<file path="src/rtl/cevero_dvfs_pkg.sv">
// -----------------------------------------------------------------------------
// cevero_dvfs_pkg
// Shared types and helpers for the closed-loop DVFS controller.
//   state_e      : controller FSM states
//   action_e     : single-step level change chosen at window evaluation
//   clamp_level  : clamp a level code into [lo, hi]
//   floor_level  : raise a level code to at least lo
// -----------------------------------------------------------------------------
package cevero_dvfs_pkg;

    typedef enum logic [2:0] {
        IDLE,
        MONITOR,
        EVAL,
        APPLY,
        SETTLE
    } state_e;

    typedef enum logic [2:0] {
        NONE,
        INCV,
        DECV,
        INCF,
        DECF
    } action_e;

    function automatic int unsigned clamp_level(input int unsigned lvl,
                                                input int unsigned lo,
                                                input int unsigned hi);
        if (lvl < lo) return lo;
        if (lvl > hi) return hi;
        return lvl;
    endfunction

    function automatic int unsigned floor_level(input int unsigned lvl,
                                                input int unsigned lo);
        return (lvl < lo) ? lo : lvl;
    endfunction

endpackage

</file>
<file path="src/rtl/cevero_dvfs_if.sv">
// -----------------------------------------------------------------------------
// cevero_dvfs_if
// Level-change handshake between the DVFS controller and the regulator/clock
// unit.
//   req_o         : level-change request (controller -> regulator)
//   tgt_voltage_o : requested voltage level, valid with req_o
//   tgt_freq_o    : requested frequency level, valid with req_o
//   ack_i         : regulator acknowledge (regulator -> controller)
// Modports: master = controller side, slave = regulator side.
// -----------------------------------------------------------------------------
interface cevero_dvfs_if #(
    parameter int unsigned LevelW = 3
) ();

    logic              req_o;
    logic [LevelW-1:0] tgt_voltage_o;
    logic [LevelW-1:0] tgt_freq_o;
    logic              ack_i;

    modport master (
        output req_o,
        output tgt_voltage_o,
        output tgt_freq_o,
        input  ack_i
    );

    modport slave (
        input  req_o,
        input  tgt_voltage_o,
        input  tgt_freq_o,
        output ack_i
    );

endinterface

</file>
<file path="src/rtl/cevero_dvfs_err_counter.sv">
// -----------------------------------------------------------------------------
// cevero_dvfs_err_counter
// Counts set error flags per cycle into a saturating window counter.
//   clk_i   : clock
//   rst_i   : asynchronous active-high reset
//   clr_i   : clear the count (dominates)
//   sup_i   : hold the count, ignoring error_i
//   error_i : per-source error flags, each set bit adds one
//   cnt_o   : registered window error count
// -----------------------------------------------------------------------------
module cevero_dvfs_err_counter #(
    parameter int unsigned NumErrSrc = 2,
    parameter int unsigned CntW      = 6
) (
    input  logic                 clk_i,
    input  logic                 rst_i,
    input  logic                 clr_i,
    input  logic                 sup_i,
    input  logic [NumErrSrc-1:0] error_i,
    output logic [CntW-1:0]      cnt_o
);

    localparam int unsigned PcW  = $clog2(NumErrSrc + 1);
    localparam int unsigned SumW = CntW + 1;

    logic [PcW-1:0]  pop;
    logic [SumW-1:0] sum;

    // Population count of this cycle's error flags
    always_comb begin
        pop = '0;
        for (int i = 0; i < NumErrSrc; i++) begin
            pop = pop + PcW'(error_i[i]);
        end
    end

    // One spare bit catches overflow for saturation
    assign sum = {1'b0, cnt_o} + SumW'(pop);

    always_ff @(posedge clk_i or posedge rst_i) begin
        if (rst_i) begin
            cnt_o <= '0;
        end else if (clr_i) begin
            cnt_o <= '0;
        end else if (!sup_i) begin
            cnt_o <= sum[CntW] ? '1 : sum[CntW-1:0];
        end
    end

endmodule

</file>
<file path="src/rtl/cevero_dvfs_ctrl.sv">
// -----------------------------------------------------------------------------
// cevero_dvfs_ctrl
// Closed-loop DVFS controller. Counts timing errors over fixed windows and
// steps voltage or frequency by one level per decision, handshaking each change
// with the regulator and then waiting out a settle interval.
//   clk_i, rst_i     : clock, asynchronous active-high reset
//   en_i             : controller enable; low parks the controller in IDLE
//   error_i          : per-source timing-error flags
//   def_voltage_i    : default voltage level, loaded while idle
//   def_freq_i       : default (and highest requested) frequency level
//   set_voltage_o    : current voltage level
//   set_freq_o       : current frequency level
//   busy_o           : high while a change is requested or settling
//   fault_o          : sticky acknowledge-timeout flag
//   reg_if (master)  : req/tgt/ack handshake to the regulator
// -----------------------------------------------------------------------------
module cevero_dvfs_ctrl
    import cevero_dvfs_pkg::*;
#(
    parameter int unsigned LevelW       = 3,
    parameter int unsigned NumErrSrc    = 2,
    parameter int unsigned WindowCycles = 16,
    parameter int unsigned MaxErrors    = 3,
    parameter int unsigned OkWindows    = 10,
    parameter int unsigned MinVoltage   = 0,
    parameter int unsigned MaxVoltage   = 7,
    parameter int unsigned MinFreq      = 0,
    parameter int unsigned SettleCycles = 4,
    parameter int unsigned AckTimeout   = 64
) (
    input  logic                 clk_i,
    input  logic                 rst_i,
    input  logic                 en_i,
    input  logic [NumErrSrc-1:0] error_i,
    input  logic [LevelW-1:0]    def_voltage_i,
    input  logic [LevelW-1:0]    def_freq_i,
    output logic [LevelW-1:0]    set_voltage_o,
    output logic [LevelW-1:0]    set_freq_o,
    output logic                 busy_o,
    output logic                 fault_o,
    cevero_dvfs_if.master        reg_if
);

    localparam int unsigned CntW = $clog2(WindowCycles * NumErrSrc + 1);
    localparam int unsigned WinW = $clog2(WindowCycles);
    localparam int unsigned OkW  = $clog2(OkWindows + 1);
    localparam int unsigned SetW = (SettleCycles > 1) ? $clog2(SettleCycles) : 1;
    localparam int unsigned AckW = $clog2(AckTimeout + 1);

    state_e            state;
    logic [CntW-1:0]   err_cnt;
    logic [WinW-1:0]   win_cnt;
    logic [OkW-1:0]    ok_cnt;
    logic [SetW-1:0]   settle_cnt;
    logic [AckW-1:0]   ack_cnt;
    logic              req_q;
    logic [LevelW-1:0] tgt_voltage_q;
    logic [LevelW-1:0] tgt_freq_q;

    action_e           act;
    logic [OkW-1:0]    ok_d;
    logic [LevelW-1:0] tgt_voltage_d;
    logic [LevelW-1:0] tgt_freq_d;

    assign reg_if.req_o         = req_q;
    assign reg_if.tgt_voltage_o = tgt_voltage_q;
    assign reg_if.tgt_freq_o    = tgt_freq_q;

    // Errors count only in MONITOR; the count is dropped after each evaluation
    cevero_dvfs_err_counter #(
        .NumErrSrc (NumErrSrc),
        .CntW      (CntW)
    ) u_err_counter (
        .clk_i   (clk_i),
        .rst_i   (rst_i),
        .clr_i   ((state == IDLE) || (state == EVAL)),
        .sup_i   (state != MONITOR),
        .error_i (error_i),
        .cnt_o   (err_cnt)
    );

    // Window decision: safety first, then performance recovery, then energy
    always_comb begin
        act  = NONE;
        ok_d = '0;
        if (err_cnt > CntW'(MaxErrors)) begin
            if (set_voltage_o < LevelW'(MaxVoltage)) begin
                act = INCV;
            end else if (set_freq_o > LevelW'(MinFreq)) begin
                act = DECF;
            end
        end else if (err_cnt == '0) begin
            ok_d = ok_cnt + OkW'(1);
            if (ok_d == OkW'(OkWindows)) begin
                ok_d = '0;
                if (set_freq_o < def_freq_i) begin
                    act = INCF;
                end else if (set_voltage_o > LevelW'(MinVoltage)) begin
                    act = DECV;
                end
            end
        end
    end

    // Target levels: exactly one of the two moves by one step
    always_comb begin
        tgt_voltage_d = set_voltage_o;
        tgt_freq_d    = set_freq_o;
        case (act)
            INCV:    tgt_voltage_d = set_voltage_o + LevelW'(1);
            DECV:    tgt_voltage_d = set_voltage_o - LevelW'(1);
            INCF:    tgt_freq_d    = set_freq_o + LevelW'(1);
            DECF:    tgt_freq_d    = set_freq_o - LevelW'(1);
            default: ;
        endcase
    end

    // Controller FSM with registered outputs
    always_ff @(posedge clk_i or posedge rst_i) begin
        if (rst_i) begin
            state         <= IDLE;
            set_voltage_o <= LevelW'(MaxVoltage);
            set_freq_o    <= LevelW'(MinFreq);
            req_q         <= 1'b0;
            tgt_voltage_q <= '0;
            tgt_freq_q    <= '0;
            busy_o        <= 1'b0;
            fault_o       <= 1'b0;
            win_cnt       <= '0;
            ok_cnt        <= '0;
            settle_cnt    <= '0;
            ack_cnt       <= '0;
        end else begin
            case (state)
                IDLE: begin
                    set_voltage_o <= LevelW'(clamp_level(32'(def_voltage_i), MinVoltage, MaxVoltage));
                    set_freq_o    <= LevelW'(floor_level(32'(def_freq_i), MinFreq));
                    win_cnt       <= '0;
                    ok_cnt        <= '0;
                    settle_cnt    <= '0;
                    ack_cnt       <= '0;
                    if (en_i) state <= MONITOR;
                end
                MONITOR: begin
                    if (!en_i) begin
                        state <= IDLE;
                    end else if (win_cnt == WinW'(WindowCycles - 1)) begin
                        win_cnt <= '0;
                        state   <= EVAL;
                    end else begin
                        win_cnt <= win_cnt + WinW'(1);
                    end
                end
                EVAL: begin
                    if (!en_i) begin
                        state <= IDLE;
                    end else begin
                        ok_cnt <= ok_d;
                        if (act != NONE) begin
                            tgt_voltage_q <= tgt_voltage_d;
                            tgt_freq_q    <= tgt_freq_d;
                            req_q         <= 1'b1;
                            busy_o        <= 1'b1;
                            ack_cnt       <= '0;
                            state         <= APPLY;
                        end else begin
                            state <= MONITOR;
                        end
                    end
                end
                APPLY: begin
                    // Handshake finishes even if en_i drops; ack beats timeout
                    if (reg_if.ack_i) begin
                        set_voltage_o <= tgt_voltage_q;
                        set_freq_o    <= tgt_freq_q;
                        req_q         <= 1'b0;
                        settle_cnt    <= '0;
                        state         <= SETTLE;
                    end else if (ack_cnt == AckW'(AckTimeout - 1)) begin
                        req_q   <= 1'b0;
                        busy_o  <= 1'b0;
                        fault_o <= 1'b1;
                        state   <= en_i ? MONITOR : IDLE;
                    end else begin
                        ack_cnt <= ack_cnt + AckW'(1);
                    end
                end
                SETTLE: begin
                    if (settle_cnt == SetW'(SettleCycles - 1)) begin
                        settle_cnt <= '0;
                        busy_o     <= 1'b0;
                        state      <= en_i ? MONITOR : IDLE;
                    end else begin
                        settle_cnt <= settle_cnt + SetW'(1);
                    end
                end
                default: state <= IDLE;
            endcase
        end
    end

endmodule
</file>
<file path="src/flat_wrapper.sv">
// flat-port wrapper written by rule: the top's interface ports become plain ports
module cevero_dvfs_ctrl_flat import cevero_dvfs_pkg::*;
#(
    parameter int unsigned LevelW       = 3,
    parameter int unsigned NumErrSrc    = 2,
    parameter int unsigned WindowCycles = 16,
    parameter int unsigned MaxErrors    = 3,
    parameter int unsigned OkWindows    = 10,
    parameter int unsigned MinVoltage   = 0,
    parameter int unsigned MaxVoltage   = 7,
    parameter int unsigned MinFreq      = 0,
    parameter int unsigned SettleCycles = 4,
    parameter int unsigned AckTimeout   = 64
)
  (clk_i, rst_i, en_i, error_i, def_voltage_i, def_freq_i, set_voltage_o, set_freq_o, busy_o, fault_o, reg_if_req_o, reg_if_tgt_voltage_o, reg_if_tgt_freq_o, reg_if_ack_i);
  cevero_dvfs_if #(.LevelW(LevelW)) reg_if_i ();
  input  logic clk_i;
  input  logic rst_i;
  input  logic en_i;
  input  logic [NumErrSrc-1:0] error_i;
  input  logic [LevelW-1:0] def_voltage_i;
  input  logic [LevelW-1:0] def_freq_i;
  output logic [LevelW-1:0] set_voltage_o;
  output logic [LevelW-1:0] set_freq_o;
  output logic busy_o;
  output logic fault_o;
  output wire logic [$bits(reg_if_i.req_o)-1:0] reg_if_req_o;
  output wire logic [$bits(reg_if_i.tgt_voltage_o)-1:0] reg_if_tgt_voltage_o;
  output wire logic [$bits(reg_if_i.tgt_freq_o)-1:0] reg_if_tgt_freq_o;
  input wire logic [$bits(reg_if_i.ack_i)-1:0] reg_if_ack_i;
  assign reg_if_req_o = reg_if_i.req_o;
  assign reg_if_tgt_voltage_o = reg_if_i.tgt_voltage_o;
  assign reg_if_tgt_freq_o = reg_if_i.tgt_freq_o;
  assign reg_if_i.ack_i = reg_if_ack_i;
  cevero_dvfs_ctrl #(.LevelW(LevelW), .NumErrSrc(NumErrSrc), .WindowCycles(WindowCycles), .MaxErrors(MaxErrors), .OkWindows(OkWindows), .MinVoltage(MinVoltage), .MaxVoltage(MaxVoltage), .MinFreq(MinFreq), .SettleCycles(SettleCycles), .AckTimeout(AckTimeout)) u_core (.clk_i(clk_i), .rst_i(rst_i), .en_i(en_i), .error_i(error_i), .def_voltage_i(def_voltage_i), .def_freq_i(def_freq_i), .set_voltage_o(set_voltage_o), .set_freq_o(set_freq_o), .busy_o(busy_o), .fault_o(fault_o), .reg_if(reg_if_i));
endmodule
</file>
<file path="config.mk">
export PLATFORM = sky130hd
export DESIGN_NAME = cevero_dvfs_ctrl_flat
export DESIGN_NICKNAME = d
export VERILOG_FILES = /design/src/rtl/cevero_dvfs_pkg.sv /design/src/rtl/cevero_dvfs_if.sv /design/src/rtl/cevero_dvfs_err_counter.sv /design/src/rtl/cevero_dvfs_ctrl.sv /design/src/flat_wrapper.sv
export SDC_FILE = /design/constraint.sdc
export NUM_CORES = 1
export LEC_CHECK = 0
export BUFFER_PORTS_ARGS = -buffer_cell sky130_fd_sc_hd__buf_2
export CAP_MARGIN = 30
export CORE_MARGIN = 8
export CORE_UTILIZATION = 45
export DETAILED_ROUTE_END_ITERATION = 8
export PLACE_DENSITY_LB_ADDON = 0.05
export SLEW_MARGIN = 15
export SYNTH_ARGS = -nofsm -noshare
export SYNTH_HDL_FRONTEND = slang
export SYNTH_SLANG_ARGS = --single-unit
</file>
<file path="constraint.sdc">
create_clock -name clk_i -period 3.3 [get_ports clk_i]
set_input_delay 0.66 -clock clk_i [delete_from_list [all_inputs] [get_ports clk_i]]
set_output_delay 0.66 -clock clk_i [all_outputs]
set_load 0.05 [all_outputs]
</file>
After elaboration in Yosys (flattened, before gate mapping)
Cells that the tools add are included.
Cells by class
  $add $sub $neg: 10
  $lt $le $gt $ge: 5
  equal/unequal tests: 25
  mux-type cells: 50
  bitwise gates (word level): 1
  reductions and logical operators: 21
Operator list (number)
  $mux 3: 15
  $mux 7: 4
  $mux 4: 6
  $pmux 3 s2: 4
  $pmux 7 s3: 1
  $mux 6: 3
  $ne 2x2->1 const B: 8
  $pmux 4 s2: 2
  $pmux 3 s5: 1
  $eq 3x2->1 const B: 4
  $reduce_bool 3->1: 4
  $add 4x1->4 const B: 2
  $eq 4x4->1 const B: 2
  $mux 2: 4
  $reduce_and 2->1: 4
  $reduce_and 4->1: 2
  $reduce_bool 2->1: 4
  $add 6x2->7: 1
  $add 7x1->7 const B: 1
  $eq 7x6->1 const B: 1
  $mux 1: 7
  $add 3x1->3 const B: 2
  $eq 3x1->1 const B: 2
  $eq 3x3->1 const B: 2
  other kinds (21): 26
Storage, ports and cells
  bits in registers: 41
  output and inout bits: 15

Logic depth before layout (Yosys ltp)
Gate-level depths: netlist of run 1.
  depth after elaboration: 10
  depth in mapped cells: 12

By module
Synthesis of run 1 repeated with hierarchy kept, for this count alone.
Unflattened totals
  cell total of the unflattened synthesis: 285
  area total of the unflattened synthesis: 2580.0 µm²
Modules (own cells, without submodules)
  cevero_dvfs_ctrl: times used 1, cells an instance 254, area each 2242.2 µm², seq. area each 879.6 µm²
  cevero_dvfs_err_counter: times used 1, cells an instance 31, area each 337.8 µm², seq. area each 150.1 µm²

Worst setup path after synthesis of run 1
No wires, ideal clock.
  kind: reg-to-reg
  start: register u_core.set_freq_o[2]
  end: register u_core.tgt_voltage_q[2], in the netlist u_core.reg_if.tgt_voltage_o[2]
  setup time: 0.128 ns
  arrival time: 2.800 ns
  slack: 0.372 ns
  cell stages (with the launch flop): 10
  path through: dfrtp_1 ha_1 a21oi_1 o21a_1 nand2_1 and3_1 fa_1 o41ai_2 xor2_1 mux2_1
On the way
  longest elaborated chain between the ends: 7
  elaborated cells between the ends (all ways): 13
Ends and longest elaborated chain
  start: declaration: line cevero_dvfs_ctrl.sv:38  | output logic [LevelW-1:0] set_freq_o,
  start signal: assignment: line cevero_dvfs_ctrl.sv:123  | set_freq_o <= LevelW'(MinFreq);
  start signal: assignment: line cevero_dvfs_ctrl.sv:137  | set_freq_o <= LevelW'(floor_level(32'(def_freq_i), MinFreq));
  start signal: assignment: line cevero_dvfs_ctrl.sv:175  | set_freq_o <= tgt_freq_q;
  $lt 3x3->1: line cevero_dvfs_ctrl.sv:96  | if (set_freq_o < def_freq_i) begin
  $mux 3: line cevero_dvfs_ctrl.sv:96
  $mux 3: line cevero_dvfs_ctrl.sv:94  | if (ok_d == OkW'(OkWindows)) begin
  $mux 3: line cevero_dvfs_ctrl.sv:92  | end else if (err_cnt == '0) begin
  $mux 3 (*): line cevero_dvfs_ctrl.sv:86  | if (err_cnt > CntW'(MaxErrors)) begin
  $eq 3x2->1, or another cell as far along: line cevero_dvfs_ctrl.sv:109  | case (act)
  $pmux 3 s2 or $reduce_and 3->1 (tied branches)
  end signal: assignment: line cevero_dvfs_ctrl.sv:160  | tgt_voltage_q <= tgt_voltage_d;
  end: declaration: line cevero_dvfs_ctrl.sv:57  | logic [LevelW-1:0] tgt_voltage_q;
Every way passes the cells marked *; elsewhere a longest branch is shown, timed or not.
A chain may end at the register's enable or synchronous reset.

Final worst setup path of run 1
  start: register u_core.ok_cnt[0]
  end: register u_core.tgt_voltage_q[2], in the netlist u_core.reg_if.tgt_voltage_o[2]
On the way
  longest elaborated chain between the ends: 7
  elaborated cells between the ends (all ways): 10
Ends and longest elaborated chain
  start: declaration: line cevero_dvfs_ctrl.sv:53  | logic [OkW-1:0] ok_cnt;
  start signal: assignment: line cevero_dvfs_ctrl.sv:158  | ok_cnt <= ok_d;
  $add 4x1->4 (*): line cevero_dvfs_ctrl.sv:93  | ok_d = ok_cnt + OkW'(1);
  $eq 4x4->1 (*): line cevero_dvfs_ctrl.sv:94
  $mux 3 (*): line cevero_dvfs_ctrl.sv:94
  $mux 3 (*): line cevero_dvfs_ctrl.sv:92
  $mux 3 (*): line cevero_dvfs_ctrl.sv:86
  $eq 3x2->1, or another cell as far along: line cevero_dvfs_ctrl.sv:109
  $pmux 3 s2 or $reduce_and 3->1 (tied branches)
Marks and branches as above.

==> metrics.txt, run 1 <==
# TYPE chip_impl_metric gauge
chip_impl_info{name="status",value="completed"} 1
chip_impl_info{name="worstSetupPathType",value="flop to flop"} 1
chip_impl_metric{name="cts_resized",unit=""} 0
chip_impl_info{name="rsz0062_at_grt",value="no"} 1
chip_impl_metric{name="final_net_count",unit=""} 334
chip_impl_metric{name="seq_area_frac_synth",unit=""} 0.413
chip_impl_metric{name="share_clk_of_total_power",unit=""} 0.162
chip_impl_metric{name="timing_worst_slew_pin_value",unit="ns"} 0.748
chip_impl_metric{name="synth.ff_latch_count",unit=""} 41
chip_impl_metric{name="multi_input_comb_area",unit="um2"} 1390
chip_impl_metric{name="leakage",unit="nW"} 1.35
chip_impl_metric{name="critPathMaxStageDelay",unit="ns"} 0.45
chip_impl_metric{name="netlist_area",unit="um2"} 2490
chip_impl_metric{name="pwr_density_cell",unit="nW/um2"} 897
chip_impl_metric{name="drc_errors",unit=""} 0
chip_impl_metric{name="finalInstanceArea",unit="um2"} 2870
chip_impl_metric{name="post-route-min-period",unit="ns"} 2.83
chip_impl_metric{name="layout_worst_path_cycle_share",unit=""} 0.858
chip_impl_metric{name="setup_total_negative_slack",unit="ns"} 0
chip_impl_metric{name="post_cts_buffers",unit=""} 0
chip_impl_metric{name="detail_route.wirelength",unit="mm"} 6.10
chip_impl_metric{name="initial_utilization",unit=""} 0.458
chip_impl_metric{name="cts_max_path_buffers",unit=""} 2
chip_impl_metric{name="total_power",unit="mW"} 2.58
chip_impl_info{name="layout.cells.most_common",value="dfrtp_1"} 1
chip_impl_metric{name="dieWidth",unit="um"} 90.4
chip_impl_info{name="cpMaxStageDelayCell",value="dfrtp_1"} 1
chip_impl_info{name="yosys_most_used_dff",value="dfrtp_1"} 1
chip_impl_metric{name="numCtsBuffers",unit=""} 5
chip_impl_metric{name="internal_power",unit="mW"} 1.34
chip_impl_metric{name="cts.hold.buffers_added",unit=""} 0
chip_impl_metric{name="maxCapViolCount",unit=""} 0
chip_impl_metric{name="place.detailed.hpwl",unit="mm"} 4.34
chip_impl_metric{name="placed_area",unit="um2"} 2760
chip_impl_metric{name="synth.net_count",unit=""} 299
chip_impl_metric{name="switchingPower",unit="mW"} 1.24
chip_impl_metric{name="hold-worst-slack",unit="ns"} 0.469
chip_impl_metric{name="drive_gt1_frac",unit=""} 0.179
chip_impl_info{name="critical_path.cell_chain",value="ha_1, and2_1, a21o_1, a21oi_2, a21oi_1, and3_1, fa_1, o41ai_2, xor2_1, mux2_1"} 1
chip_impl_metric{name="final_critical_path_setup_slack",unit="ns"} 0.470
chip_impl_metric{name="number_of_enable_flip_flop_cells_after_synthesis",unit=""} 0
chip_impl_info{name="cts_tree",value="yes"} 1
chip_impl_metric{name="synthesis.instances",unit=""} 276
chip_impl_metric{name="tritoncts_num_sinks",unit=""} 41
chip_impl_metric{name="post-place-ws",unit="ns"} 0.214
chip_impl_metric{name="drt_pre_antenna_iters",unit=""} 4
chip_impl_metric{name="antenna-diode-count",unit=""} 0
chip_impl_metric{name="drt_iter0_drc",unit=""} 91
chip_impl_metric{name="area_growth_syn_to_layout",unit="%"} 15.4
chip_impl_metric{name="routed_wire_length_per_instance",unit="um"} 15.9
chip_impl_metric{name="ys_async_sr_fraction",unit=""} 1.00
chip_impl_info{name="path_delay_family",value="compound AO/OA/AOI/OAI gates"} 1
chip_impl_metric{name="finalCoreUtilization",unit=""} 0.528
chip_impl_metric{name="core_area",unit="um2"} 5440
chip_impl_metric{name="critical_path.n_buffers_inverters",unit=""} 0
chip_impl_metric{name="clk_transition_reported_paths",unit="ns"} 0.09
chip_impl_info{name="min-delay-path-class",value="input port to async pin"} 1
chip_impl_metric{name="synth.lib_cells_used.distinct",unit=""} 56
chip_impl_metric{name="vias_in_the_first_global_route",unit=""} 2124
chip_impl_metric{name="avgViaCountPerCell",unit=""} 5.61
chip_impl_info{name="synthDominantAreaCellType",value="dfrtp_1"} 1
chip_impl_info{name="crit_path_end_kind",value="flop"} 1
chip_impl_metric{name="clock_latency",unit="ns"} 0.30
chip_impl_info{name="timing.critical_path.from_type",value="flop"} 1
chip_impl_metric{name="htree_num_levels",unit=""} 2
chip_impl_metric{name="groute.usage.overall",unit=""} 0.156
chip_impl_metric{name="max_clock_freq",unit="MHz"} 353
chip_impl_metric{name="syn_area_per_cell",unit="um2"} 9.03
chip_impl_metric{name="critical_path_arrival",unit="ns"} 3.02
chip_impl_metric{name="finClkSkew",unit="ns"} 0.0117
chip_impl_metric{name="initial_antenna_violation_count",unit=""} 0
chip_impl_metric{name="slew_violations",unit=""} 0
chip_impl_info{name="synth.area.top_cells",value="dfrtp_1 (38%), a21oi_1 (5.8%), nor2_1 (4.4%)"} 1
chip_impl_metric{name="cp_data_required_time",unit="ns"} 3.49
chip_impl_metric{name="drtAntennaViolNets",unit=""} 0
chip_impl_metric{name="global_route.overflow_total",unit=""} 0
chip_impl_metric{name="report.final.hold_viol_count",unit=""} 0
chip_impl_metric{name="logic_pwr_share",unit=""} 0.516
chip_impl_metric{name="first_pass_grt_wire_length",unit="mm"} 10.5
chip_impl_metric{name="seqPwrFrac",unit=""} 0.321
chip_impl_metric{name="irDropWorstVdd",unit="mV"} 0.532
chip_impl_metric{name="layout.area.seq",unit="um2"} 1030
chip_impl_metric{name="dpl.cell_count",unit=""} 376
chip_impl_metric{name="crit_fanout",unit=""} 7
chip_impl_metric{name="vias",unit=""} 2153
chip_impl_metric{name="slew_headroom",unit=""} 0.501
chip_impl_metric{name="place.gp.congestion",unit=""} 0.841
chip_impl_metric{name="fillers",unit=""} 537
chip_impl_info{name="clock_tree_root",value="clkbuf_8"} 1
chip_impl_metric{name="final_cell_count_no_fill",unit=""} 384
chip_impl_metric{name="numPortBuffers",unit=""} 26
chip_impl_metric{name="net_switching_fraction_of_the_power",unit=""} 0.480
chip_impl_metric{name="die_height",unit="um"} 90.4
chip_impl_metric{name="pin_count",unit=""} 27
chip_impl_metric{name="setup_viol",unit=""} 0
chip_impl_metric{name="grt_start_max_net_pins",unit=""} 25
chip_impl_info{name="most_used_cells_in_the_layout_excluding_fill_and_tap_cells",value="dfrtp_1 (38), nor2_1 (29), a21oi_1 (29)"} 1
chip_impl_metric{name="die_area",unit="um2"} 8170
chip_impl_metric{name="synth.top_cell.area_share",unit=""} 0.382
chip_impl_metric{name="synth-warning-count",unit=""} 0
chip_impl_metric{name="row_count",unit=""} 27
[per-layer routing]
layer / vias up / routed length (um) / part of all wire / track usage
li1: 1092 / - / - / -
met1: 1011 / 3200 / 0.52 / 0.222
met2: 48 / 2660 / 0.44 / 0.225
met3: 2 / 201 / 0.033 / 0.0349
met4: 0 / 36 / 0.0059 / 0.0499
met5: - / 0 / 0 / 0
[logic make-up (layout without fill, tap and decap cells)]
kind of cell	Yosys count	count (layout)	share of synthesized area
AND/OR/NAND/NOR	100	100	0.196
XOR/XNOR	3	3	0.0105
multiplexers	13	13	0.0542
adder cells (fa/ha/maj)	11	11	0.0643
AO/OA/AOI/OAI	90	90	0.234
buffers and inverters	18	54	0.0276
flip-flops	41	41	0.413
[synthesized netlist by cell type, drive strengths merged (3+ instances only)]
cell type	instances
dfstp	3
inv	8
a21oi	30
fa	3
o31ai	4
nor4	4
mux2	4
clkbuf	8
o311a	3
nand2	26
nor3	7
dfrtp	38
nor2b	3
a21o	4
ha	8
or3	3
xor2	3
and3	8
o21ai	23
mux2i	9
nand3	9
a31oi	3
nand4	3
nor2	29
[layout make-up]
cell class | count | area share
multi-input cells | 217 | 0.485
flip-flops and latches | 41 | 0.358
repair buffers | 37 | 0.0740
well taps | 72 | 0.0313
clock buffers | 5 | 0.0239
clock inverters | 3 | 0.0161
inverters | 9 | 0.0118
[sequential cells by signal (all words and copies together) (netlist names), 3 cells and up]
| signal | flops |
|---|---|
| u_core.ok_cnt | 4 |
| u_core.state | 3 |
| u_core.reg_if.tgt_voltage_o | 3 |
| u_core.win_cnt | 4 |
| u_core.ack_cnt | 7 |
| u_core.set_voltage_o | 3 |
| u_core.u_err_counter.cnt_o | 6 |
| u_core.set_freq_o | 3 |
| u_core.reg_if.tgt_freq_o | 3 |
[power groups by stage]
stage	Combinational (mW)	Clock, mW	Sequential, mW
finish	1.33	0.419	0.829
global placement	1.33	0	0.837
detailed placement	1.34	0	0.835
CTS	1.34	0.429	0.828
floorplan	0.746	0	1.05
global route	1.49	0.451	0.859
[final timing paths]
kind | startpoint | end | slack [ns] | cells past startpoint
worst max-delay path | u_core.ok_cnt[0]$_DFFE_PP0P_ | u_core.reg_if.tgt_voltage_o[2]$_DFFE_PP0P_ | 0.47 | 10
worst min-delay path | rst_i | u_core.ack_cnt[1]$_DFFE_PP0P_ | 0.47 | 2
worst max register to register | u_core.ok_cnt[0]$_DFFE_PP0P_ | u_core.reg_if.tgt_voltage_o[2]$_DFFE_PP0P_ | 0.47 | 10
worst min register to register | u_core.fault_o$_DFFE_PP0P_ | u_core.fault_o$_DFFE_PP0P_ | 0.48 | 1
max in group asynchronous | rst_i | u_core.set_voltage_o[0]$_DFFE_PP1P_ | 1.96 | 3
min in group clk_i | u_core.fault_o$_DFFE_PP0P_ | u_core.fault_o$_DFFE_PP0P_ | 0.48 | 1
Note: power is estimated with default switching activity, not from simulation.
==> inputs of run 2 (changes only) <==
--- a/config.mk
+++ b/config.mk
@@ -11,6 +11,7 @@
 export CORE_UTILIZATION = 45
 export DETAILED_ROUTE_END_ITERATION = 8
 export PLACE_DENSITY_LB_ADDON = 0.05
+export RECOVER_POWER = 100
 export SLEW_MARGIN = 15
 export SYNTH_ARGS = -nofsm -noshare
 export SYNTH_HDL_FRONTEND = slang
==> run 2 against run 1 <==
Fmax hardly changed. Worst hold slack worse by 0.0034 ns. Combinational power is 3% lower. Wire length is 0.70% lower. First-iteration DRC count is 9.9% lower. Die area stayed put. Worst setup slack better by 0.0016 ns. Global-route usage stayed put. Clock power hardly changed. Via count hardly changed.
==> metrics.txt, run 2 (synthesis results as in run 1) <==
# TYPE chip_impl_metric gauge
chip_impl_info{name="status",value="completed"} 1
chip_impl_metric{name="post-route-min-period",unit="ns"} 2.83
chip_impl_metric{name="timing_worst_slew_pin_value",unit="ns"} 1.39
chip_impl_metric{name="post_cts_buffers",unit=""} 0
chip_impl_metric{name="groute.usage.overall",unit=""} 0.156
chip_impl_metric{name="htree_num_levels",unit=""} 2
chip_impl_metric{name="layout_worst_path_cycle_share",unit=""} 0.857
chip_impl_metric{name="place.detailed.hpwl",unit="mm"} 4.34
chip_impl_metric{name="final_net_count",unit=""} 334
chip_impl_metric{name="largest_register_ff_count",unit=""} 7
chip_impl_metric{name="tritoncts_num_sinks",unit=""} 41
chip_impl_metric{name="core_area",unit="um2"} 5440
chip_impl_metric{name="drt_pre_antenna_iters",unit=""} 4
chip_impl_metric{name="finClkSkew",unit="ns"} 0.0103
chip_impl_info{name="critical_path.reg2reg.startpoint",value="u_core.ok_cnt[0]$_DFFE_PP0P_"} 1
chip_impl_metric{name="clk_transition_reported_paths",unit="ns"} 0.09
chip_impl_metric{name="final_critical_path_setup_slack",unit="ns"} 0.471
chip_impl_metric{name="drtAntennaViolNets",unit=""} 0
chip_impl_metric{name="vias",unit=""} 2152
chip_impl_info{name="topmost_layer_with_routed_signal_wires",value="met4"} 1
chip_impl_metric{name="layout.area.seq",unit="um2"} 1030
chip_impl_metric{name="maxCapViolCount",unit=""} 0
chip_impl_metric{name="slew_violations",unit=""} 0
chip_impl_metric{name="detail_route.wirelength",unit="mm"} 6.06
chip_impl_info{name="largest-register",value="u_core.ack_cnt"} 1
chip_impl_metric{name="critical_path_arrival",unit="ns"} 3.02
chip_impl_info{name="layout.cells.most_common",value="dfrtp_1"} 1
chip_impl_metric{name="finalInstanceArea",unit="um2"} 2840
chip_impl_metric{name="cts_max_path_buffers",unit=""} 2
chip_impl_metric{name="grt_start_max_net_pins",unit=""} 25
chip_impl_metric{name="met2WireLength",unit="mm"} 2.58
chip_impl_metric{name="report.final.hold_viol_count",unit=""} 0
chip_impl_info{name="rsz0062_at_grt",value="no"} 1
chip_impl_metric{name="setup_total_negative_slack",unit="ns"} 0
chip_impl_info{name="most_used_cells_in_the_layout_excluding_fill_and_tap_cells",value="dfrtp_1 (38), nor2_1 (29), a21oi_1 (29)"} 1
chip_impl_metric{name="initial_antenna_violation_count",unit=""} 0
chip_impl_metric{name="routed_wire_length_per_instance",unit="um"} 15.8
chip_impl_info{name="timing.critical_path.from_type",value="flop"} 1
chip_impl_metric{name="numPortBuffers",unit=""} 26
chip_impl_info{name="largestRegisters",value="u_core.ack_cnt: 7 flops, u_core.u_err_counter.cnt_o: 6 flops"} 1
chip_impl_metric{name="avgViaCountPerCell",unit=""} 5.60
chip_impl_metric{name="drt_iter0_drc",unit=""} 82
chip_impl_metric{name="cp_data_required_time",unit="ns"} 3.49
chip_impl_metric{name="switchingPower",unit="mW"} 1.24
chip_impl_metric{name="initial_utilization",unit=""} 0.458
chip_impl_metric{name="seqPwrFrac",unit=""} 0.326
chip_impl_metric{name="worst-r2r-setup-slack",unit="ns"} 0.47
chip_impl_metric{name="first_pass_grt_wire_length",unit="mm"} 10.5
chip_impl_info{name="min-delay-path-class",value="input port to async pin"} 1
chip_impl_metric{name="place.gp.congestion",unit=""} 0.841
chip_impl_metric{name="fillers",unit=""} 552
chip_impl_metric{name="max_clock_freq",unit="MHz"} 354
chip_impl_metric{name="vias_in_the_first_global_route",unit=""} 2124
chip_impl_metric{name="dieWidth",unit="um"} 90.4
chip_impl_metric{name="internal_power",unit="mW"} 1.30
chip_impl_info{name="crit_path_end_kind",value="flop"} 1
chip_impl_metric{name="row_count",unit=""} 27
chip_impl_metric{name="pwr_density_cell",unit="nW/um2"} 895
chip_impl_metric{name="net_switching_fraction_of_the_power",unit=""} 0.488
chip_impl_metric{name="crit_fanout",unit=""} 7
chip_impl_metric{name="drive_gt1_frac",unit=""} 0.109
chip_impl_metric{name="placed_area",unit="um2"} 2760
chip_impl_metric{name="global_route.overflow_total",unit=""} 0
chip_impl_metric{name="leakage",unit="nW"} 1.28
chip_impl_metric{name="share_clk_of_total_power",unit=""} 0.166
chip_impl_metric{name="clock_latency",unit="ns"} 0.30
chip_impl_metric{name="slew_headroom",unit=""} 0.0707
chip_impl_metric{name="rr_worst_depth",unit=""} 10
chip_impl_metric{name="antenna-diode-count",unit=""} 0
chip_impl_metric{name="irDropWorstVdd",unit="mV"} 0.511
chip_impl_metric{name="die_area",unit="um2"} 8170
chip_impl_metric{name="met1Wirelength",unit="mm"} 3.20
chip_impl_metric{name="drc_errors",unit=""} 0
chip_impl_info{name="worstSetupPathType",value="flop to flop"} 1
chip_impl_metric{name="setup_viol",unit=""} 0
chip_impl_metric{name="met3_length",unit="um"} 204
chip_impl_metric{name="numCtsBuffers",unit=""} 5
chip_impl_metric{name="post-place-ws",unit="ns"} 0.214
chip_impl_metric{name="pin_count",unit=""} 27
chip_impl_metric{name="hold-worst-slack",unit="ns"} 0.465
chip_impl_metric{name="multi_input_comb_area",unit="um2"} 1390
chip_impl_metric{name="area_growth_syn_to_layout",unit="%"} 13.8
chip_impl_info{name="crit-reg2reg-capture",value="u_core.reg_if.tgt_voltage_o[2]$_DFFE_PP0P_"} 1
chip_impl_metric{name="logic_pwr_share",unit=""} 0.508
chip_impl_metric{name="cts.hold.buffers_added",unit=""} 0
chip_impl_info{name="clock_tree_root",value="clkbuf_8"} 1
chip_impl_metric{name="cts_resized",unit=""} 0
chip_impl_metric{name="die_height",unit="um"} 90.4
chip_impl_info{name="cts_tree",value="yes"} 1
run 2: changes by cell type in the layout (fill, tap and decap cells not counted), moves of 4 or more:
cell / delta
o21ai_0: +4
clkbuf_1: +21
buf_2: -16
buf_4: -5
o21ai_1: -4
run 2: worst max path at each step:
stage	start	end	slack, ns	depth (start not counted)
after CTS	u_core.ok_cnt[0]$_DFFE_PP0P_	u_core.reg_if.tgt_voltage_o[2]$_DFFE_PP0P_	0.45	10
final	u_core.ok_cnt[0]$_DFFE_PP0P_	u_core.reg_if.tgt_voltage_o[2]$_DFFE_PP0P_	0.47	10
after detailed placement	def_freq_i[2]	u_core.reg_if.tgt_voltage_o[2]$_DFFE_PP0P_	0.21	11
after global routing	u_core.state[1]$_DFFE_PP0P_	u_core.reg_if.tgt_voltage_o[2]$_DFFE_PP0P_	0.25	7
after floorplan	u_core.set_freq_o[2]$_DFFE_PP0P_	u_core.reg_if.tgt_voltage_o[2]$_DFFE_PP0P_	0.37	9
after global placement	def_freq_i[2]	u_core.reg_if.tgt_voltage_o[2]$_DFFE_PP0P_	0.26	11
run 2: area by class of cell:
class	instances	share of cell area
multi-input cells	217	0.491
clock inverters	3	0.0163
repair buffers	37	0.0613
clock buffers	5	0.0243
well taps	72	0.0318
flip-flops and latches	41	0.363
inverters	9	0.0119
run 2: worst max-delay path: stages, from the launching register on:
cell and delay (ns):
dfrtp_1 0.45, ha_1 0.28, and2_1 0.18, a21o_1 0.20, a21oi_2 0.16, a21oi_1 0.09
and3_1 0.20, fa_1 0.40, o41ai_2 0.37, xor2_1 0.10, mux2_1 0.29
run 2: stage by stage:
stage,power [mW],std cells,util
final,2.54,384,0.521
after global routing,2.75,384,0.521
after CTS,2.60,384,0.528
after detailed placement,2.17,376,0.507
after global placement,2.17,376,0.507
after floorplan,1.80,276,-
run 2: routing by layer:
layer,global-route usage,vias to the layer above
li1,-,1091
met1,0.222,1007
met2,0.225,46
met3,0.0349,8
met4,0.0499,0
met5,0,-
run 2: power by group through the flow:
stage               sequential, mW  combinational, mW  clock [mW]
floorplan                     1.05              0.746           0
global placement             0.837               1.33           0
detailed placement           0.835               1.34           0
CTS                          0.828               1.34       0.429
global route                 0.859               1.44       0.451
finish                       0.828               1.29       0.421
==> inputs of run 3 (changes only) <==
--- a/config.mk
+++ b/config.mk
@@ -10,9 +10,10 @@
 export CORE_MARGIN = 8
 export CORE_UTILIZATION = 45
 export DETAILED_ROUTE_END_ITERATION = 8
-export PLACE_DENSITY_LB_ADDON = 0.05
+export PLACE_DENSITY_LB_ADDON = 0.15
 export RECOVER_POWER = 100
 export SLEW_MARGIN = 15
 export SYNTH_ARGS = -nofsm -noshare
 export SYNTH_HDL_FRONTEND = slang
 export SYNTH_SLANG_ARGS = --single-unit
+export TNS_END_PERCENT = 1
==> run 3 against run 2 <==
Combinational power barely moved. Worst setup slack got worse by 0.11 ns. Final cell count shrank 0.26%. Wire length decreased by 2.6%. Worst hold slack worse by 0.0057 ns.
==> metrics.txt, run 3 (synthesis results as in run 1) <==
# TYPE chip_impl_metric gauge
chip_impl_metric{name="multi_input_comb_area",unit="um2"} 1390
chip_impl_metric{name="vias",unit=""} 2171
chip_impl_info{name="rsz0062_at_grt",value="no"} 1
chip_impl_metric{name="logic_pwr_share",unit=""} 0.516
chip_impl_metric{name="net_switching_fraction_of_the_power",unit=""} 0.493
chip_impl_metric{name="crit_fanout",unit=""} 10
chip_impl_metric{name="drtAntennaViolNets",unit=""} 0
chip_impl_metric{name="internal_power",unit="mW"} 1.26
chip_impl_metric{name="die_area",unit="um2"} 8170
chip_impl_metric{name="met1Wirelength",unit="mm"} 3.05
chip_impl_metric{name="finalInstanceArea",unit="um2"} 2810
chip_impl_metric{name="place.gp.congestion",unit=""} 0.814
chip_impl_metric{name="irDropWorstVdd",unit="mV"} 0.495
chip_impl_metric{name="final_net_count",unit=""} 333
chip_impl_metric{name="vias_in_the_first_global_route",unit=""} 2113
chip_impl_metric{name="drc_errors",unit=""} 0
chip_impl_metric{name="met2WireLength",unit="mm"} 2.59
chip_impl_metric{name="initial_utilization",unit=""} 0.458
chip_impl_metric{name="drive_gt1_frac",unit=""} 0.106
chip_impl_info{name="cts_tree",value="yes"} 1
chip_impl_metric{name="numPortBuffers",unit=""} 26
chip_impl_metric{name="timing_worst_slew_pin_value",unit="ns"} 1.34
chip_impl_metric{name="drt_pre_antenna_iters",unit=""} 4
chip_impl_metric{name="dieWidth",unit="um"} 90.4
chip_impl_metric{name="leakage",unit="nW"} 1.28
chip_impl_metric{name="seqPwrFrac",unit=""} 0.336
chip_impl_metric{name="clock_latency",unit="ns"} 0.30
chip_impl_metric{name="worst-r2r-setup-slack",unit="ns"} 0.36
chip_impl_metric{name="htree_num_levels",unit=""} 2
chip_impl_metric{name="place.detailed.hpwl",unit="mm"} 4.30
chip_impl_info{name="min-delay-path-class",value="input port to async pin"} 1
chip_impl_metric{name="critical_path_arrival",unit="ns"} 3.13
chip_impl_metric{name="cts_resized",unit=""} 0
chip_impl_metric{name="max_clock_freq",unit="MHz"} 340
chip_impl_info{name="topmost_layer_with_routed_signal_wires",value="met4"} 1
chip_impl_metric{name="global_route.overflow_total",unit=""} 0
chip_impl_metric{name="tritoncts_num_sinks",unit=""} 41
chip_impl_metric{name="slew_headroom",unit=""} 0.108
chip_impl_info{name="crit-reg2reg-capture",value="u_core.reg_if.tgt_voltage_o[0]$_DFFE_PP0P_"} 1
chip_impl_metric{name="core_area",unit="um2"} 5440
chip_impl_metric{name="switchingPower",unit="mW"} 1.22
chip_impl_metric{name="row_count",unit=""} 27
chip_impl_metric{name="numCtsBuffers",unit=""} 5
chip_impl_metric{name="cts.hold.buffers_added",unit=""} 0
chip_impl_info{name="largest-register",value="u_core.ack_cnt"} 1
chip_impl_info{name="status",value="completed"} 1
chip_impl_info{name="worstSetupPathType",value="flop to flop"} 1
chip_impl_metric{name="final_critical_path_setup_slack",unit="ns"} 0.359
chip_impl_info{name="largestRegisters",value="u_core.ack_cnt: 7 flops, u_core.u_err_counter.cnt_o: 6 flops"} 1
chip_impl_metric{name="post-route-min-period",unit="ns"} 2.94
chip_impl_metric{name="number_of_stages_on_the_worst_setup_path",unit=""} 7
chip_impl_metric{name="share_clk_of_total_power",unit=""} 0.148
chip_impl_metric{name="critical_path.n_buffers_inverters",unit=""} 2
chip_impl_metric{name="largest_register_ff_count",unit=""} 7
chip_impl_info{name="clock_tree_root",value="clkbuf_8"} 1
chip_impl_metric{name="groute.usage.overall",unit=""} 0.154
chip_impl_metric{name="antenna-diode-count",unit=""} 0
chip_impl_metric{name="slew_violations",unit=""} 0
chip_impl_info{name="cpMaxStageDelayCell",value="or4_4"} 1
chip_impl_metric{name="grt_start_max_net_pins",unit=""} 25
chip_impl_metric{name="post-place-ws",unit="ns"} 0.188
chip_impl_info{name="critical_path.cell_chain",value="or4_4, nor4_1, a21oi_2, clkbuf_1, o22ai_1, clkbuf_1, mux2_2"} 1
chip_impl_metric{name="pin_count",unit=""} 27
chip_impl_metric{name="setup_total_negative_slack",unit="ns"} 0
chip_impl_metric{name="die_height",unit="um"} 90.4
chip_impl_info{name="crit_path_end_kind",value="flop"} 1
chip_impl_metric{name="post_cts_buffers",unit=""} 0
chip_impl_metric{name="routed_wire_length_per_instance",unit="um"} 15.4
chip_impl_metric{name="critPathMaxStageDelay",unit="ns"} 0.62
chip_impl_metric{name="drt_iter0_drc",unit=""} 114
chip_impl_metric{name="report.final.hold_viol_count",unit=""} 0
chip_impl_info{name="path_delay_family",value="simple AND/OR/NAND/NOR gates"} 1
chip_impl_metric{name="cp_data_required_time",unit="ns"} 3.49
chip_impl_metric{name="first_pass_grt_wire_length",unit="mm"} 10.3
chip_impl_info{name="crit_path_frequent_cell",value="clkbuf_1"} 1
chip_impl_metric{name="setup_viol",unit=""} 0
chip_impl_metric{name="maxCapViolCount",unit=""} 0
chip_impl_metric{name="layout.area.seq",unit="um2"} 1030
chip_impl_metric{name="met3_length",unit="um"} 156
chip_impl_info{name="layout.cells.most_common",value="dfrtp_1"} 1
chip_impl_info{name="timing.critical_path.from_type",value="flop"} 1
chip_impl_info{name="most_used_cells_in_the_layout_excluding_fill_and_tap_cells",value="dfrtp_1 (38), nor2_1 (29), a21oi_1 (29)"} 1
chip_impl_metric{name="cts_max_path_buffers",unit=""} 2
chip_impl_metric{name="fillers",unit=""} 546
chip_impl_metric{name="detail_route.wirelength",unit="mm"} 5.90
chip_impl_info{name="critical_path.reg2reg.startpoint",value="u_core.u_err_counter.cnt_o[5]$_DFFE_PP0P_"} 1
chip_impl_metric{name="rr_worst_depth",unit=""} 7
chip_impl_metric{name="clk_transition_reported_paths",unit="ns"} 0.08
chip_impl_metric{name="placed_area",unit="um2"} 2750
chip_impl_metric{name="initial_antenna_violation_count",unit=""} 0
chip_impl_metric{name="pwr_density_cell",unit="nW/um2"} 885
chip_impl_metric{name="area_growth_syn_to_layout",unit="%"} 12.6
chip_impl_metric{name="finClkSkew",unit="ns"} 0.00962
chip_impl_metric{name="avgViaCountPerCell",unit=""} 5.67
chip_impl_metric{name="layout_worst_path_cycle_share",unit=""} 0.891
==> run 3: cell types whose count changed in the layout (fill, tap and decap cells not counted), sizes merged <==
cell | previous run | this run
bufinv | 1 | 0
clkinvlp | 1 | 0
buf | 16 | 15
clkbuf | 26 | 28
==> run 3: power groups by stage <==
stage          Sequential, mW  Clock [mW]  Combinational (mW)
2_1_floorplan            1.05           0               0.746
4_1_cts                 0.833       0.379                1.34
3_3_place_gp            0.837           0                1.31
6_report                0.833       0.368                1.28
3_5_place_dp            0.841           0                1.33
5_1_grt                 0.865       0.404                1.44
==> run 3: metrics by stage <==
step           power (mW)  utilization  cells  hold WS (ns)
2_1_floorplan        1.80            -    276         0.449
3_3_place_gp         2.15        0.506    375         0.450
3_5_place_dp         2.17        0.506    375         0.457
4_1_cts              2.55        0.525    383         0.474
5_1_grt              2.71        0.516    383         0.494
6_report             2.48        0.516    383         0.460
==> run 3: how the worst max path moves through the flow <==
stage / from / to
after floorplan: u_core.set_freq_o[2]$_DFFE_PP0P_ / u_core.reg_if.tgt_voltage_o[2]$_DFFE_PP0P_
after global placement: def_freq_i[2] / u_core.reg_if.tgt_voltage_o[2]$_DFFE_PP0P_
after detailed placement: def_freq_i[2] / u_core.reg_if.tgt_voltage_o[2]$_DFFE_PP0P_
after CTS: u_core.ok_cnt[0]$_DFFE_PP0P_ / u_core.reg_if.tgt_voltage_o[2]$_DFFE_PP0P_
after global routing: u_core.ok_cnt[1]$_DFFE_PP0P_ / u_core.reg_if.tgt_voltage_o[0]$_DFFE_PP0P_
final: u_core.u_err_counter.cnt_o[5]$_DFFE_PP0P_ / u_core.reg_if.tgt_voltage_o[0]$_DFFE_PP0P_
==> run 3: final cells by class <==
type                            count  share of cell area
Clock buffer                        7              0.0343
Timing Repair Buffer               36              0.0584
Multi-Input combinational cell    217               0.494
Sequential cell                    41               0.367
Tap cell                           72              0.0321
Inverter                            9              0.0120
Clock inverter                      1             0.00178
==> run 3: routing by layer <==
metal | vias to the layer above | track usage
met1 | 1043 | 0.205
met4 | 0 | 0.0610
met3 | 8 | 0.0316
met2 | 36 | 0.237
li1 | 1084 | -
met5 | - | 0
